===== config.mk =====
export PLATFORM = sky130hd
export DESIGN_NAME = sram_access_ctrl_flat
export DESIGN_NICKNAME = d
export VERILOG_FILES = /design/src/rtl/sram_access_ctrl_if.sv /design/src/rtl/sram_access_ctrl.sv /design/src/flat_wrapper.sv
export SDC_FILE = /design/constraint.sdc
export NUM_CORES = 1
export LEC_CHECK = 0
export CAP_MARGIN = 30
export CORE_MARGIN = 5
export CORE_UTILIZATION = 43
export CTS_CLUSTER_SIZE = 16
export DETAILED_ROUTE_END_ITERATION = 12
export HOLD_SLACK_MARGIN = 0.08
export PLACE_DENSITY = 0.78
export SLEW_MARGIN = 15
export SYNTH_ARGS = -nofsm -noshare
export SYNTH_HDL_FRONTEND = slang
export SYNTH_SLANG_ARGS = --single-unit

===== constraint.sdc =====
create_clock -name iClk12M -period 1.8 [get_ports iClk12M]
set_input_delay 0.45 -clock iClk12M [delete_from_list [all_inputs] [get_ports iClk12M]]
set_output_delay 0.45 -clock iClk12M [all_outputs]
set_load 0.02 [all_outputs]

===== src/rtl/sram_access_ctrl_if.sv =====
// Request/response and SRAM pin bundle for sram_access_ctrl.
// The slave modport is the controller. The master modport is the requester
// together with the SRAM device that it drives.
interface sram_access_ctrl_if #(
  parameter int AW = 4,
  parameter int DW = 16
);
  // requester -> controller
  logic          iWrReq;
  logic [AW-1:0] iWrAddr;
  logic [DW-1:0] iWrData;
  logic          iRdStart;
  // controller -> SRAM pins
  logic          oCsnRam;
  logic          oWrnRam;
  logic [AW-1:0] oAddrRam;
  logic [DW-1:0] oWtDtRam;
  // SRAM -> controller
  logic [DW-1:0] iRdDtRam;
  // controller -> requester
  logic [DW-1:0] oRdDt;
  logic          oRdVld;
  logic [AW-1:0] oRdIdx;
  logic          oRdDone;
  logic          oBusy;
  logic          oErr;

  modport slave (
    input  iWrReq, iWrAddr, iWrData, iRdStart, iRdDtRam,
    output oCsnRam, oWrnRam, oAddrRam, oWtDtRam,
    output oRdDt, oRdVld, oRdIdx, oRdDone, oBusy, oErr
  );

  modport master (
    output iWrReq, iWrAddr, iWrData, iRdStart, iRdDtRam,
    input  oCsnRam, oWrnRam, oAddrRam, oWtDtRam,
    input  oRdDt, oRdVld, oRdIdx, oRdDone, oBusy, oErr
  );
endinterface


===== src/rtl/sram_access_ctrl.sv =====
// Single-port SRAM access controller.
// It performs single-word writes with a range check, and full read sweeps
// over addresses 0..DEPTH-1. Read data returns through a two-stage pipeline:
// the SRAM answers one cycle after the address, and the controller then
// registers the answer.
module sram_access_ctrl #(
  parameter int DEPTH = 10,
  parameter int AW    = 4,
  parameter int DW    = 16
) (
  input  logic              iClk12M,
  input  logic              iRst,
  sram_access_ctrl_if.slave bus
);

  typedef enum logic [1:0] {
    IDLE  = 2'd0,
    WRITE = 2'd1,
    READ  = 2'd2,
    DRAIN = 2'd3
  } state_t;

  // One extra bit so that DEPTH == 2**AW still compares correctly.
  localparam logic [AW:0]   DEPTH_EXT = (AW+1)'(DEPTH);
  localparam logic [AW-1:0] LAST_ADDR = AW'(DEPTH-1);

  state_t        state_q, state_d;
  logic          csn_q, csn_d;
  logic          wrn_q, wrn_d;
  logic [AW-1:0] addr_q, addr_d;
  logic [DW-1:0] wtdt_q, wtdt_d;
  logic          drain_q, drain_d;
  logic          err_q, err_d;

  // Stage 1 of the read pipeline: this tags the cycle in which the SRAM is
  // presenting data.
  logic          p1_vld_q, p1_vld_d;
  logic [AW-1:0] p1_idx_q, p1_idx_d;
  logic          p1_last_q, p1_last_d;

  // Stage 2 of the read pipeline: the registered result seen by the requester.
  logic [DW-1:0] rd_dt_q, rd_dt_d;
  logic          rd_vld_q, rd_vld_d;
  logic [AW-1:0] rd_idx_q, rd_idx_d;
  logic          rd_done_q, rd_done_d;

  logic wr_in_range;
  assign wr_in_range = ({1'b0, bus.iWrAddr} < DEPTH_EXT);

  // Next state and next SRAM pin values. The pins are registered, so every
  // transition also sets the values the pins carry during the next state.
  always_comb begin
    state_d = state_q;
    csn_d   = csn_q;
    wrn_d   = wrn_q;
    addr_d  = addr_q;
    wtdt_d  = wtdt_q;
    drain_d = drain_q;
    err_d   = 1'b0;

    unique case (state_q)
      IDLE: begin
        csn_d = 1'b1;
        wrn_d = 1'b1;
        // A write takes priority; a read start in the same cycle is dropped.
        if (bus.iWrReq) begin
          if (wr_in_range) begin
            state_d = WRITE;
            csn_d   = 1'b0;
            wrn_d   = 1'b0;
            addr_d  = bus.iWrAddr;
            wtdt_d  = bus.iWrData;
          end else begin
            err_d = 1'b1;
          end
        end else if (bus.iRdStart) begin
          state_d = READ;
          csn_d   = 1'b0;
          wrn_d   = 1'b1;
          addr_d  = '0;
        end
      end

      WRITE: begin
        state_d = IDLE;
        csn_d   = 1'b1;
        wrn_d   = 1'b1;
      end

      READ: begin
        // The address stops at the last word; it never steps past it.
        if (addr_q == LAST_ADDR) begin
          state_d = DRAIN;
          csn_d   = 1'b1;
          drain_d = 1'b0;
        end else begin
          addr_d = addr_q + 1'b1;
        end
      end

      DRAIN: begin
        // Two flush cycles let the last word leave the read pipeline.
        if (drain_q) begin
          state_d = IDLE;
        end else begin
          drain_d = 1'b1;
        end
      end

      default: begin
        state_d = IDLE;
        csn_d   = 1'b1;
        wrn_d   = 1'b1;
      end
    endcase
  end

  // Read pipeline: tag each READ cycle, then capture SRAM data one cycle later.
  always_comb begin
    p1_vld_d  = (state_q == READ);
    p1_idx_d  = addr_q;
    p1_last_d = (state_q == READ) && (addr_q == LAST_ADDR);

    rd_vld_d  = p1_vld_q;
    rd_done_d = p1_vld_q && p1_last_q;
    rd_dt_d   = rd_dt_q;
    rd_idx_d  = rd_idx_q;
    if (p1_vld_q) begin
      rd_dt_d  = bus.iRdDtRam;
      rd_idx_d = p1_idx_q;
    end
  end

  // All state registers. Reset also clears the pipeline, so an aborted sweep
  // produces no trailing strobes.
  always_ff @(posedge iClk12M) begin
    if (iRst) begin
      state_q   <= IDLE;
      csn_q     <= 1'b1;
      wrn_q     <= 1'b1;
      addr_q    <= '0;
      wtdt_q    <= '0;
      drain_q   <= 1'b0;
      err_q     <= 1'b0;
      p1_vld_q  <= 1'b0;
      p1_idx_q  <= '0;
      p1_last_q <= 1'b0;
      rd_dt_q   <= '0;
      rd_vld_q  <= 1'b0;
      rd_idx_q  <= '0;
      rd_done_q <= 1'b0;
    end else begin
      state_q   <= state_d;
      csn_q     <= csn_d;
      wrn_q     <= wrn_d;
      addr_q    <= addr_d;
      wtdt_q    <= wtdt_d;
      drain_q   <= drain_d;
      err_q     <= err_d;
      p1_vld_q  <= p1_vld_d;
      p1_idx_q  <= p1_idx_d;
      p1_last_q <= p1_last_d;
      rd_dt_q   <= rd_dt_d;
      rd_vld_q  <= rd_vld_d;
      rd_idx_q  <= rd_idx_d;
      rd_done_q <= rd_done_d;
    end
  end

  assign bus.oCsnRam  = csn_q;
  assign bus.oWrnRam  = wrn_q;
  assign bus.oAddrRam = addr_q;
  assign bus.oWtDtRam = wtdt_q;
  assign bus.oRdDt    = rd_dt_q;
  assign bus.oRdVld   = rd_vld_q;
  assign bus.oRdIdx   = rd_idx_q;
  assign bus.oRdDone  = rd_done_q;
  assign bus.oBusy    = (state_q != IDLE);
  assign bus.oErr     = err_q;

endmodule


===== src/flat_wrapper.sv =====
// flat-port wrapper written by rule: the top's interface ports become plain ports
module sram_access_ctrl_flat 
#(
  parameter int DEPTH = 10,
  parameter int AW    = 4,
  parameter int DW    = 16
)
  (iClk12M, iRst, bus_iWrReq, bus_iWrAddr, bus_iWrData, bus_iRdStart, bus_iRdDtRam, bus_oCsnRam, bus_oWrnRam, bus_oAddrRam, bus_oWtDtRam, bus_oRdDt, bus_oRdVld, bus_oRdIdx, bus_oRdDone, bus_oBusy, bus_oErr);
  sram_access_ctrl_if #(.AW(AW), .DW(DW)) bus_i ();
  input  logic iClk12M;
  input  logic iRst;
  input wire logic [$bits(bus_i.iWrReq)-1:0] bus_iWrReq;
  input wire logic [$bits(bus_i.iWrAddr)-1:0] bus_iWrAddr;
  input wire logic [$bits(bus_i.iWrData)-1:0] bus_iWrData;
  input wire logic [$bits(bus_i.iRdStart)-1:0] bus_iRdStart;
  input wire logic [$bits(bus_i.iRdDtRam)-1:0] bus_iRdDtRam;
  output wire logic [$bits(bus_i.oCsnRam)-1:0] bus_oCsnRam;
  output wire logic [$bits(bus_i.oWrnRam)-1:0] bus_oWrnRam;
  output wire logic [$bits(bus_i.oAddrRam)-1:0] bus_oAddrRam;
  output wire logic [$bits(bus_i.oWtDtRam)-1:0] bus_oWtDtRam;
  output wire logic [$bits(bus_i.oRdDt)-1:0] bus_oRdDt;
  output wire logic [$bits(bus_i.oRdVld)-1:0] bus_oRdVld;
  output wire logic [$bits(bus_i.oRdIdx)-1:0] bus_oRdIdx;
  output wire logic [$bits(bus_i.oRdDone)-1:0] bus_oRdDone;
  output wire logic [$bits(bus_i.oBusy)-1:0] bus_oBusy;
  output wire logic [$bits(bus_i.oErr)-1:0] bus_oErr;
  assign bus_i.iWrReq = bus_iWrReq;
  assign bus_i.iWrAddr = bus_iWrAddr;
  assign bus_i.iWrData = bus_iWrData;
  assign bus_i.iRdStart = bus_iRdStart;
  assign bus_i.iRdDtRam = bus_iRdDtRam;
  assign bus_oCsnRam = bus_i.oCsnRam;
  assign bus_oWrnRam = bus_i.oWrnRam;
  assign bus_oAddrRam = bus_i.oAddrRam;
  assign bus_oWtDtRam = bus_i.oWtDtRam;
  assign bus_oRdDt = bus_i.oRdDt;
  assign bus_oRdVld = bus_i.oRdVld;
  assign bus_oRdIdx = bus_i.oRdIdx;
  assign bus_oRdDone = bus_i.oRdDone;
  assign bus_oBusy = bus_i.oBusy;
  assign bus_oErr = bus_i.oErr;
  sram_access_ctrl #(.DEPTH(DEPTH), .AW(AW), .DW(DW)) u_core (.iClk12M(iClk12M), .iRst(iRst), .bus(bus_i));
endmodule

==> impl_metrics.tcl <==
set metrics [dict create \
    cts.path.max_buffers 2 \
    grt_overflow_total 0 \
    track_usage_pct 16.1 \
    dp.cells 386 \
    cts_setup_buffers 0 \
    die_h_um 81.0 \
    vias 1900 \
    syn_avg_cell_area_um2 9.27 \
    grt_pass1_vias 1852 \
    path_buf_inv 1 \
    end_kind "primary output" \
    cts_buffers 5 \
    maxCapViolCount 0 \
    outcome "complete, no violations" \
    grt_use_met3_pct 5.54 \
    yosys_warnings 0 \
    hp-class "reg -> reg" \
    viasPerCell 4.82 \
    total_power_mw 3.80 \
    netlist_area_mm2 0.00217 \
    worstSkewPairLatency_ns 0.30 \
    crit_required_ns 1.35 \
    busiest_layer "met2" \
    cp_num_cells 1 \
    critical_path.slowest_cell "clkdlybuf4s50_1" \
    drv_slew 0 \
    numPortBuffers 85 \
    gp_congestion 0.882 \
    grt_use_met1_pct 19.0 \
    crit_arrival_ns 1.28 \
    layout.cells.non_filler 394 \
    crit_chain "clkdlybuf4s50_1" \
    placement_rows 25 \
    multi_input_area_um2 987 \
    drive_gt1_share_pct 10.4 \
    fillCellCount 405 \
    cts-htree-levels 2 \
    post_drt_wl_per_cell_um 13.0 \
    ff2ff_path_depth 6 \
    boundaryPins 86 \
    ant_nets 0 \
    fin_crit_ns 1.73 \
    async_reset_ff_share_pct 0 \
    ys_ff_latch 54 \
    whs_path_depth 1 \
    slowest_delay_ns 0.63 \
    synth-edff-count 0 \
    timing.fmax_mhz 577 \
    hold_viol 0 \
    syn_inst 234 \
    crit_fanout 2 \
    path_clk_slew_ns 0.10 \
    start_util_pct 45.0 \
    utilization_pct 66.6 \
    synth_fp_nets 281 \
    p_leak_nw 1.25 \
    mostFrequentLayoutCells "clkdlybuf4s50_1 (79), dfxtp_1 (54), nand2_1 (40)" \
    die_w_um 81.0 \
    core-area_mm2 0.00482 \
    drt_iter0_markers 115 \
    ir_drop_mv 0.777 \
    antennaDiodeCount 0 \
    synthFlopType "dfxtp_1" \
    use_met2_pct 27.5 \
    rsz0062_at_grt "no" \
    grt_pass1_wl_mm 8.38 \
    die_area_mm2 0.00656 \
    dp_hpwl_mm 3.92 \
    slew_headroom_pct 76.2 \
    power.density_mw_per_mm2 1190 \
    critPathTopFamily "buffers and inverters" \
    fin_nets 373 \
    tns_ns 0 \
    totalWireLength_mm 5.13 \
    seqCellArea_mm2 0.00108 \
    tightestPinTransition_ns 0.357 \
    whs_ns 0.438 \
    clock_skew_ns 0.00624 \
    syn_to_final_growth_pct 48.0 \
    final_common_cell "clkdlybuf4s50_1" \
    ys_seq_area_share_pct 49.9 \
    cts_tree "built" \
    setup_viol 0 \
    synthDistinctLibCells 45 \
    dr.pass1.iters 4 \
    root_buffer "clkbuf_8" \
    drc 0 \
    timing.final.crit_share_pct 96.3 \
    cp-start-kind "flop" \
    criticalPathCategory "reg -> out" \
    grt_max_degree 22 \
    clock_sinks 54 \
    antenna_found_initial 0 \
]
-- per-layer routing --
layer | part of all wire [%] | vias to the layer above
li1 | - | 967
met1 | 43 | 849
met4 | 1.0 | 0
met3 | 11 | 7
met5 | 0 | -
met2 | 45 | 77
-- synth_stat cells (2+ instances only) --
cell      number  area, um2
dfxtp_1       54       1080
o21ai_1        2       10.0
a21oi_1       22        110
inv_1          5       18.8
clkbuf_1       4       15.0
nor2_1        29        109
buf_2          5       25.0
nand3b_1       2       15.0
nor3_1         2       10.0
and2_4         2       17.5
nor2b_1        5       31.3
mux2i_1       22        220
ha_1           7       87.6
nand2_1       40        150
o21ai_0        3       15.0
-- cell families (layout without fill, tap and decap cells) --
group                      count (synthesis)  after routing  synth area share (%)
DFF                                       54             54                  49.9
and+or+nand+nor                           90             90                  18.7
xor gates and xnor gates                   1              1                 0.404
AOI/OAI and AO/OA                         41             41                  12.2
buffers and inverters                     19            112                  4.62
adders and majority gates                  7              7                  4.04
muxes                                     22             22                  10.2
-- flip-flops by register name, indices dropped and copies added, names as in the netlist --
signal and flops:
u_core.p1_idx_q 4, u_core.bus.oRdDone 1, u_core.drain_q 1, u_core.p1_vld_q 1
u_core.bus.oCsnRam 1, u_core.state_q 2, u_core.p1_last_q 1, u_core.bus.oRdVld 1
u_core.bus.oWtDtRam 16, u_core.bus.oWrnRam 1, u_core.bus.oAddrRam 4, u_core.bus.oRdIdx 4
u_core.bus.oErr 1, u_core.bus.oRdDt 16
-- power breakdown --
part	internal (mW)	total (mW)	switching [mW]
clock network	0.282	0.688	0.406
registers	1.37	1.48	0.107
logic	0.774	1.64	0.862
total	2.43	3.80	1.38
-- path summary, 6_finish.rpt --
path / to / slack, ns / from
min: u_core.bus.oRdDone / 0.44 / u_core.p1_last_q
max: bus_oRdIdx[1] / 0.07 / u_core.bus.oRdIdx[1]
max reg2reg: u_core.state_q[0] / 0.08 / u_core.state_q[1]
min reg2reg: u_core.bus.oRdDone / 0.44 / u_core.p1_last_q
-- timing repair --
| item | CTS | global route |
|---|---|---|
| setup endpoints to repair | 3 | 3 |
| resized for setup | 4 | 3 |
| cloned | 0 | 0 |
| hold buffers | 0 | 0 |
-- per-stage QoR --
stage / worst slack, ns / instance area [um2]
after floorplan: 0.231 / 2170
after global placement: -0.0405 / 3120
after detailed placement: -0.0932 / 3120
after CTS: 0.0000759 / 3210
after global routing: 0.00955 / 3210
final: 0.0664 / 3210
-- layout make-up --
class,instances,share of cell area (%)
repair buffers,98,29.3
flip-flops and latches,54,33.7
clock buffers,5,2.14
multi-input cells,161,30.8
well taps,67,2.61
inverters,6,0.702
clock inverters,3,0.780
No activity file was read; power rests on OpenSTA's default activity.
